$ cat src/rtl/reg_sel_sequencer_pkg.sv
// Shared definitions for the register-select sequencer: instruction format,
// opcodes, FSM state encoding and the debug view struct.
package reg_sel_sequencer_pkg;

  localparam int INSTR_W = 8;

  localparam int OP_HI  = 7;
  localparam int OP_LO  = 6;
  localparam int DST_HI = 5;
  localparam int DST_LO = 4;
  localparam int SRC_HI = 3;
  localparam int SRC_LO = 2;

  localparam logic [1:0] OP_NOP  = 2'b00;
  localparam logic [1:0] OP_LOAD = 2'b01;
  localparam logic [1:0] OP_MOVE = 2'b10;
  localparam logic [1:0] OP_CLR  = 2'b11;

  typedef enum logic [2:0] {
    IDLE   = 3'd0,
    EXEC_A = 3'd1,
    EXEC_B = 3'd2,
    CLEAR  = 3'd3,
    RETIRE = 3'd4
  } state_t;

  typedef struct packed {
    state_t               state;
    logic [INSTR_W-1:0]   instr;
  } dbg_t;

  function automatic logic [1:0] instr_op(input logic [INSTR_W-1:0] i);
    return i[OP_HI:OP_LO];
  endfunction

endpackage

$ cat src/rtl/reg_sel_sequencer_if.sv
// Instruction handshake and register-block control bus of the sequencer.
// Handshake: a transfer happens on a rising edge where instr_valid && instr_ready;
// instr is only sampled then, and may change freely while instr_ready is low.
interface reg_sel_sequencer_if #(
  parameter int INSTR_W = 8,
  parameter int SEL_W   = 4,
  parameter int CNT_W   = 8
);
  logic               instr_valid;
  logic [INSTR_W-1:0] instr;
  logic               instr_ready;
  logic [SEL_W-1:0]   s1;
  logic               rd_en;
  logic               wr_en;
  logic               busy;
  logic               done;
  logic [CNT_W-1:0]   op_count;

  modport master (
    output instr_valid, instr,
    input  instr_ready, s1, rd_en, wr_en, busy, done, op_count
  );

  modport slave (
    input  instr_valid, instr,
    output instr_ready, s1, rd_en, wr_en, busy, done, op_count
  );
endinterface

$ cat src/rtl/reg_sel_sequencer_sel_decode.sv
// 2-bit register index to SEL_W-wide one-hot select.
module reg_sel_sequencer_sel_decode #(
  parameter int SEL_W = 4
) (
  input  logic [1:0]       idx,
  output logic [SEL_W-1:0] sel
);
  assign sel = SEL_W'(1) << idx;
endmodule

$ cat src/rtl/reg_sel_sequencer.sv
// Micro-instruction sequencer driving the registered select bus and read/write
// strobes of the register block; one done pulse per retired instruction.
module reg_sel_sequencer
  import reg_sel_sequencer_pkg::*;
#(
  parameter int SEL_W      = 4,
  parameter int CLR_CYCLES = 3,
  parameter int CNT_W      = 8
) (
  input  logic                clk,
  input  logic                rst_n,
  reg_sel_sequencer_if.slave  bus,
  output dbg_t                dbg
);

  localparam int CLR_W = (CLR_CYCLES > 1) ? $clog2(CLR_CYCLES) : 1;

  state_t             state;
  logic [INSTR_W-1:0] instr_q;
  logic [CLR_W-1:0]   clr_cnt;
  logic [SEL_W-1:0]   sel_src_in;
  logic [SEL_W-1:0]   sel_dst_in;
  logic [SEL_W-1:0]   sel_dst_q;
  logic               accept;

  // Phase-A selects come from the live instruction so they can be registered on
  // the accept edge; phase B uses the latched copy.
  reg_sel_sequencer_sel_decode #(.SEL_W(SEL_W)) u_dec_src_in (
    .idx (bus.instr[SRC_HI:SRC_LO]),
    .sel (sel_src_in)
  );

  reg_sel_sequencer_sel_decode #(.SEL_W(SEL_W)) u_dec_dst_in (
    .idx (bus.instr[DST_HI:DST_LO]),
    .sel (sel_dst_in)
  );

  reg_sel_sequencer_sel_decode #(.SEL_W(SEL_W)) u_dec_dst_q (
    .idx (instr_q[DST_HI:DST_LO]),
    .sel (sel_dst_q)
  );

  assign bus.instr_ready = (state == IDLE);
  assign bus.busy        = (state != IDLE);
  assign accept          = bus.instr_valid && bus.instr_ready;

  assign dbg.state = state;
  assign dbg.instr = instr_q;

  always_ff @(posedge clk or negedge rst_n) begin
    if (!rst_n) begin
      state        <= IDLE;
      instr_q      <= '0;
      clr_cnt      <= '0;
      bus.s1       <= '0;
      bus.rd_en    <= 1'b0;
      bus.wr_en    <= 1'b0;
      bus.done     <= 1'b0;
      bus.op_count <= '0;
    end else begin
      bus.done <= 1'b0;
      case (state)
        IDLE: begin
          if (accept) begin
            instr_q <= bus.instr;
            case (instr_op(bus.instr))
              OP_LOAD: begin
                state     <= EXEC_A;
                bus.s1    <= sel_dst_in;
                bus.wr_en <= 1'b1;
              end
              OP_MOVE: begin
                state     <= EXEC_A;
                bus.s1    <= sel_src_in;
                bus.rd_en <= 1'b1;
              end
              OP_CLR: begin
                state     <= CLEAR;
                bus.s1    <= '1;
                bus.wr_en <= 1'b1;
                clr_cnt   <= CLR_W'(CLR_CYCLES - 1);
              end
              default: begin
                state  <= EXEC_A;
                bus.s1 <= '0;
              end
            endcase
          end
        end

        EXEC_A: begin
          if (instr_op(instr_q) == OP_MOVE) begin
            state     <= EXEC_B;
            bus.s1    <= sel_dst_q;
            bus.rd_en <= 1'b0;
            bus.wr_en <= 1'b1;
          end else begin
            state     <= RETIRE;
            bus.s1    <= '0;
            bus.rd_en <= 1'b0;
            bus.wr_en <= 1'b0;
            bus.done  <= 1'b1;
            if (bus.op_count != '1) bus.op_count <= bus.op_count + CNT_W'(1);
          end
        end

        EXEC_B: begin
          state     <= RETIRE;
          bus.s1    <= '0;
          bus.rd_en <= 1'b0;
          bus.wr_en <= 1'b0;
          bus.done  <= 1'b1;
          if (bus.op_count != '1) bus.op_count <= bus.op_count + CNT_W'(1);
        end

        CLEAR: begin
          if (clr_cnt == '0) begin
            state     <= RETIRE;
            bus.s1    <= '0;
            bus.wr_en <= 1'b0;
            bus.done  <= 1'b1;
            if (bus.op_count != '1) bus.op_count <= bus.op_count + CNT_W'(1);
          end else begin
            clr_cnt <= clr_cnt - CLR_W'(1);
          end
        end

        RETIRE: begin
          state <= IDLE;
        end

        default: begin
          state     <= IDLE;
          bus.s1    <= '0;
          bus.rd_en <= 1'b0;
          bus.wr_en <= 1'b0;
        end
      endcase
    end
  end

endmodule

$ cat src/flat_wrapper.sv
// flat-port wrapper written by rule: the top's interface ports become plain ports
module reg_sel_sequencer_flat import reg_sel_sequencer_pkg::*;
#(
  parameter int SEL_W      = 4,
  parameter int CLR_CYCLES = 3,
  parameter int CNT_W      = 8
)
  (clk, rst_n, dbg, bus_instr_valid, bus_instr, bus_instr_ready, bus_s1, bus_rd_en, bus_wr_en, bus_busy, bus_done, bus_op_count);
  reg_sel_sequencer_if #(.INSTR_W(8), .SEL_W(SEL_W), .CNT_W(CNT_W)) bus_i ();
  input  logic clk;
  input  logic rst_n;
  output dbg_t dbg;
  input wire logic [$bits(bus_i.instr_valid)-1:0] bus_instr_valid;
  input wire logic [$bits(bus_i.instr)-1:0] bus_instr;
  output wire logic [$bits(bus_i.instr_ready)-1:0] bus_instr_ready;
  output wire logic [$bits(bus_i.s1)-1:0] bus_s1;
  output wire logic [$bits(bus_i.rd_en)-1:0] bus_rd_en;
  output wire logic [$bits(bus_i.wr_en)-1:0] bus_wr_en;
  output wire logic [$bits(bus_i.busy)-1:0] bus_busy;
  output wire logic [$bits(bus_i.done)-1:0] bus_done;
  output wire logic [$bits(bus_i.op_count)-1:0] bus_op_count;
  assign bus_i.instr_valid = bus_instr_valid;
  assign bus_i.instr = bus_instr;
  assign bus_instr_ready = bus_i.instr_ready;
  assign bus_s1 = bus_i.s1;
  assign bus_rd_en = bus_i.rd_en;
  assign bus_wr_en = bus_i.wr_en;
  assign bus_busy = bus_i.busy;
  assign bus_done = bus_i.done;
  assign bus_op_count = bus_i.op_count;
  reg_sel_sequencer #(.SEL_W(SEL_W), .CLR_CYCLES(CLR_CYCLES), .CNT_W(CNT_W)) u_core (.clk(clk), .rst_n(rst_n), .bus(bus_i), .dbg(dbg));
endmodule
$ cat config.mk
export PLATFORM = sky130hd
export DESIGN_NAME = reg_sel_sequencer_flat
export DESIGN_NICKNAME = d
export VERILOG_FILES = /design/src/rtl/reg_sel_sequencer_pkg.sv /design/src/rtl/reg_sel_sequencer_if.sv /design/src/rtl/reg_sel_sequencer_sel_decode.sv /design/src/rtl/reg_sel_sequencer.sv /design/src/flat_wrapper.sv
export SDC_FILE = /design/constraint.sdc
export NUM_CORES = 1
export LEC_CHECK = 0
export CORE_MARGIN = 5
export CORE_UTILIZATION = 32
export CTS_CLUSTER_DIAMETER = 40
export DETAILED_ROUTE_END_ITERATION = 10
export PLACE_DENSITY = 0.59
export SLEW_MARGIN = 20
export SYNTH_ARGS = -nofsm -noshare
export SYNTH_HDL_FRONTEND = slang
export SYNTH_SLANG_ARGS = --single-unit
export TNS_END_PERCENT = 50
$ cat constraint.sdc
create_clock -name clk -period 1.4 [get_ports clk]
set_input_delay 0.14 -clock clk [delete_from_list [all_inputs] [get_ports clk]]
set_output_delay 0.14 -clock clk [all_outputs]
set_load 0.1 [all_outputs]
==> run metrics <==
Startpoint Class register; Yosys cell types 41; failing checks negative setup slack; clk slew on worst S/H paths approximately 100 ps; global-route wire length before repair between 8000 and 9000 um; max layer used met4; CP endpoint kind primary output; Initial Util 0.325; vias per cell approximately 5.4; Period minus WS final 1740 ps; area grow syn2layout 94.2%; num rows 25; # diodes 0; Core Area 4660 um2; Compound-Gate Fraction of Synth Area 0.134; Worst slew margin 0.749; Max Freq 576 MHz; DRT iter0 DRCs 31; syn nets 158; ys async rst share 1.00; Die Y between 70 and 80 um; Post-Synthesis Cells approximately 140; routed len/inst approximately 18 um; Worst Hold Class in -> async; simple-gate area share of the yosys netlist 0.190; Final nets approximately 250; Setup CP Type reg -> out; layout cells sized above 1 0.617; Placed Instances roughly 270; Max-Cap Viols 0; Syn Area/Cell between 10 and 15 um2; TritonRoute pass-1 iters 4; antenna-violating nets left 0; Routed WL approximately 5000 um; WP data required between 1000 and 1500 ps; top cell type's share of synthesized area 0.462; Synth Warn # 0; cell taking the most area after synthesis dfrtp_1; post-route setup slack -337 ps; antenna violations before repair 0; WP data arrival around 1600 ps; CTS Buf Count 3; GR Util All Layers 0.167; count of pins over their slew limit 0; clock skew approximately 3.4 ps; clock sink count 28; Post-synth EDFFs 0; mux contribution to synthesized area 0.106; Clock Path Buffers 2; Final Hold Vio Count 0; metal3 WL between 200 and 300 um; die width 78.8 um; dpl hpwl approximately 3400 um; Worst R2R Start u_core.state[0]; worst r2r dst u_core.bus.op_count[2]; Synth Area in Adders 0.0495; drt drc 0; root buffer cell clkbuf_8; Die ar. just over 6000 um2; ys flop type dfrtp_1; Post-Synth XOR/XNOR Area 0.0116; Finished Layout Cells 284; synth top area cells dfrtp_1 (46%), mux2_2 (9.7%), ha_1 (5.0%), nand2_1 (3.0%), inv_1 (2.5%); overflow left after global routing 0; status finished, violations left; WL met2 2880 um; worst-margin pin slew between 300 and 400 ps; crit path max fanout 3; largest family of logic cells by synthesized area simple AND/OR/NAND/NOR gates; RSZ-0062 raised after global routing yes; number of I/O port buffers 38; top-count cell post-synth dfrtp_1; Finish-stage setup viols 30; CTS Hold Buffers Added 0; io pins 39; Post-Syn Area between 1500 and 2000 um2; R2R Setup Slk -260 ps; CTS tree yes; Final Cycle Share 1.24; pin count of the biggest net entering global routing 29; GP Congestion between 0.8 and 0.9; Clock Latency Late Sink roughly 280 ps; R2R cell count 6; Vias about 1,500; top post-synthesis cells by count dfrtp_1 (28), mux2_2 (13), nand2_1 (12); Yosys reg bits 28; sequential share of the synthesized area 0.462; Metal-1 WL between 1500 and 2000 um; # H-tree levels 1; vias in the first global route 1,649
## registers in the layout (all words and copies together), names as in the netlist
signal,flops
u_core.bus.op_count,8
u_core.instr_q,8
u_core.bus.s1,4
u_core.state,3
u_core.clr_cnt,2
u_core.bus.done,1
u_core.bus.rd_en,1
u_core.bus.wr_en,1
## timing repair
action / in CTS / in global routing
buffers inserted: 8 / 4
setup endpoints to repair: 28 / 32
pin swaps: 5 / 1
gates resized for setup: 23 / 18
## area by class of cell
type | count | area, um2
clock buffer | 3 | 41.3
tap | 54 | 67.6
timing repair buffer | 90 | 1120
inverter | 10 | 41.3
sequential | 28 | 744
fill | 355 | 1720
clock inverter | 1 | 30.0
multi-input combinational | 98 | 905
## logic make-up after synthesis
family	Yosys count
simple gates	49
flops	28
compound gates	27
buf+inv	15
mux	14
fa+ha+maj	6
xor+xnor	2
## routing by layer
metal	global-route usage	up-vias
li1	-	685
met1	0.176	756
met2	0.314	68
met3	0.0363	17
met4	0.0756	0
met5	0	-
## worst max path at each step
stage                          from                to  cells past startpoint
floorplan           u_core.state[0]   bus_instr_ready                      3
global placement       bus_instr[6]  u_core.bus.s1[3]                      7
detailed placement     bus_instr[6]  u_core.bus.s1[1]                      7
CTS                 u_core.state[1]          bus_busy                      4
global route        u_core.state[1]          bus_busy                      4
finish              u_core.state[0]          bus_busy                      4
## per-stage QoR
step                      setup slack (ps)  setup TNS, ps  area, um2  hold WS (ps)   util
after floorplan                       -501          -6720       1620          -156      -
after global placement                -250          -4520       2610           512  0.561
after detailed placement              -363          -5870       2610           543  0.561
after CTS                             -332          -5470       2850           246  0.611
after global routing                  -377          -6560       2950           266  0.632
final                                 -337          -5300       2950           238  0.632
## worst max-delay path: stages (launching register included)
cell,delay [ps]
dfrtp_4,500
buf_6,130
or3_4,390
buf_6,130
buf_12,150
## cells in the final DEF (no fill, tap or decap), drive strengths merged, types with 7 or more instances in the layout
cell type | synthesis | routed
buf | 5 | 80
clkdlybuf4s50 | 0 | 10
dfrtp | 28 | 28
inv | 10 | 9
mux2 | 14 | 14
nand2 | 12 | 12
nor2 | 7 | 7
nor3 | 7 | 7
Power is left out: the tool's default activity adds up to more than one toggle a clock period on the data nets, which glitch-free logic cannot reach.
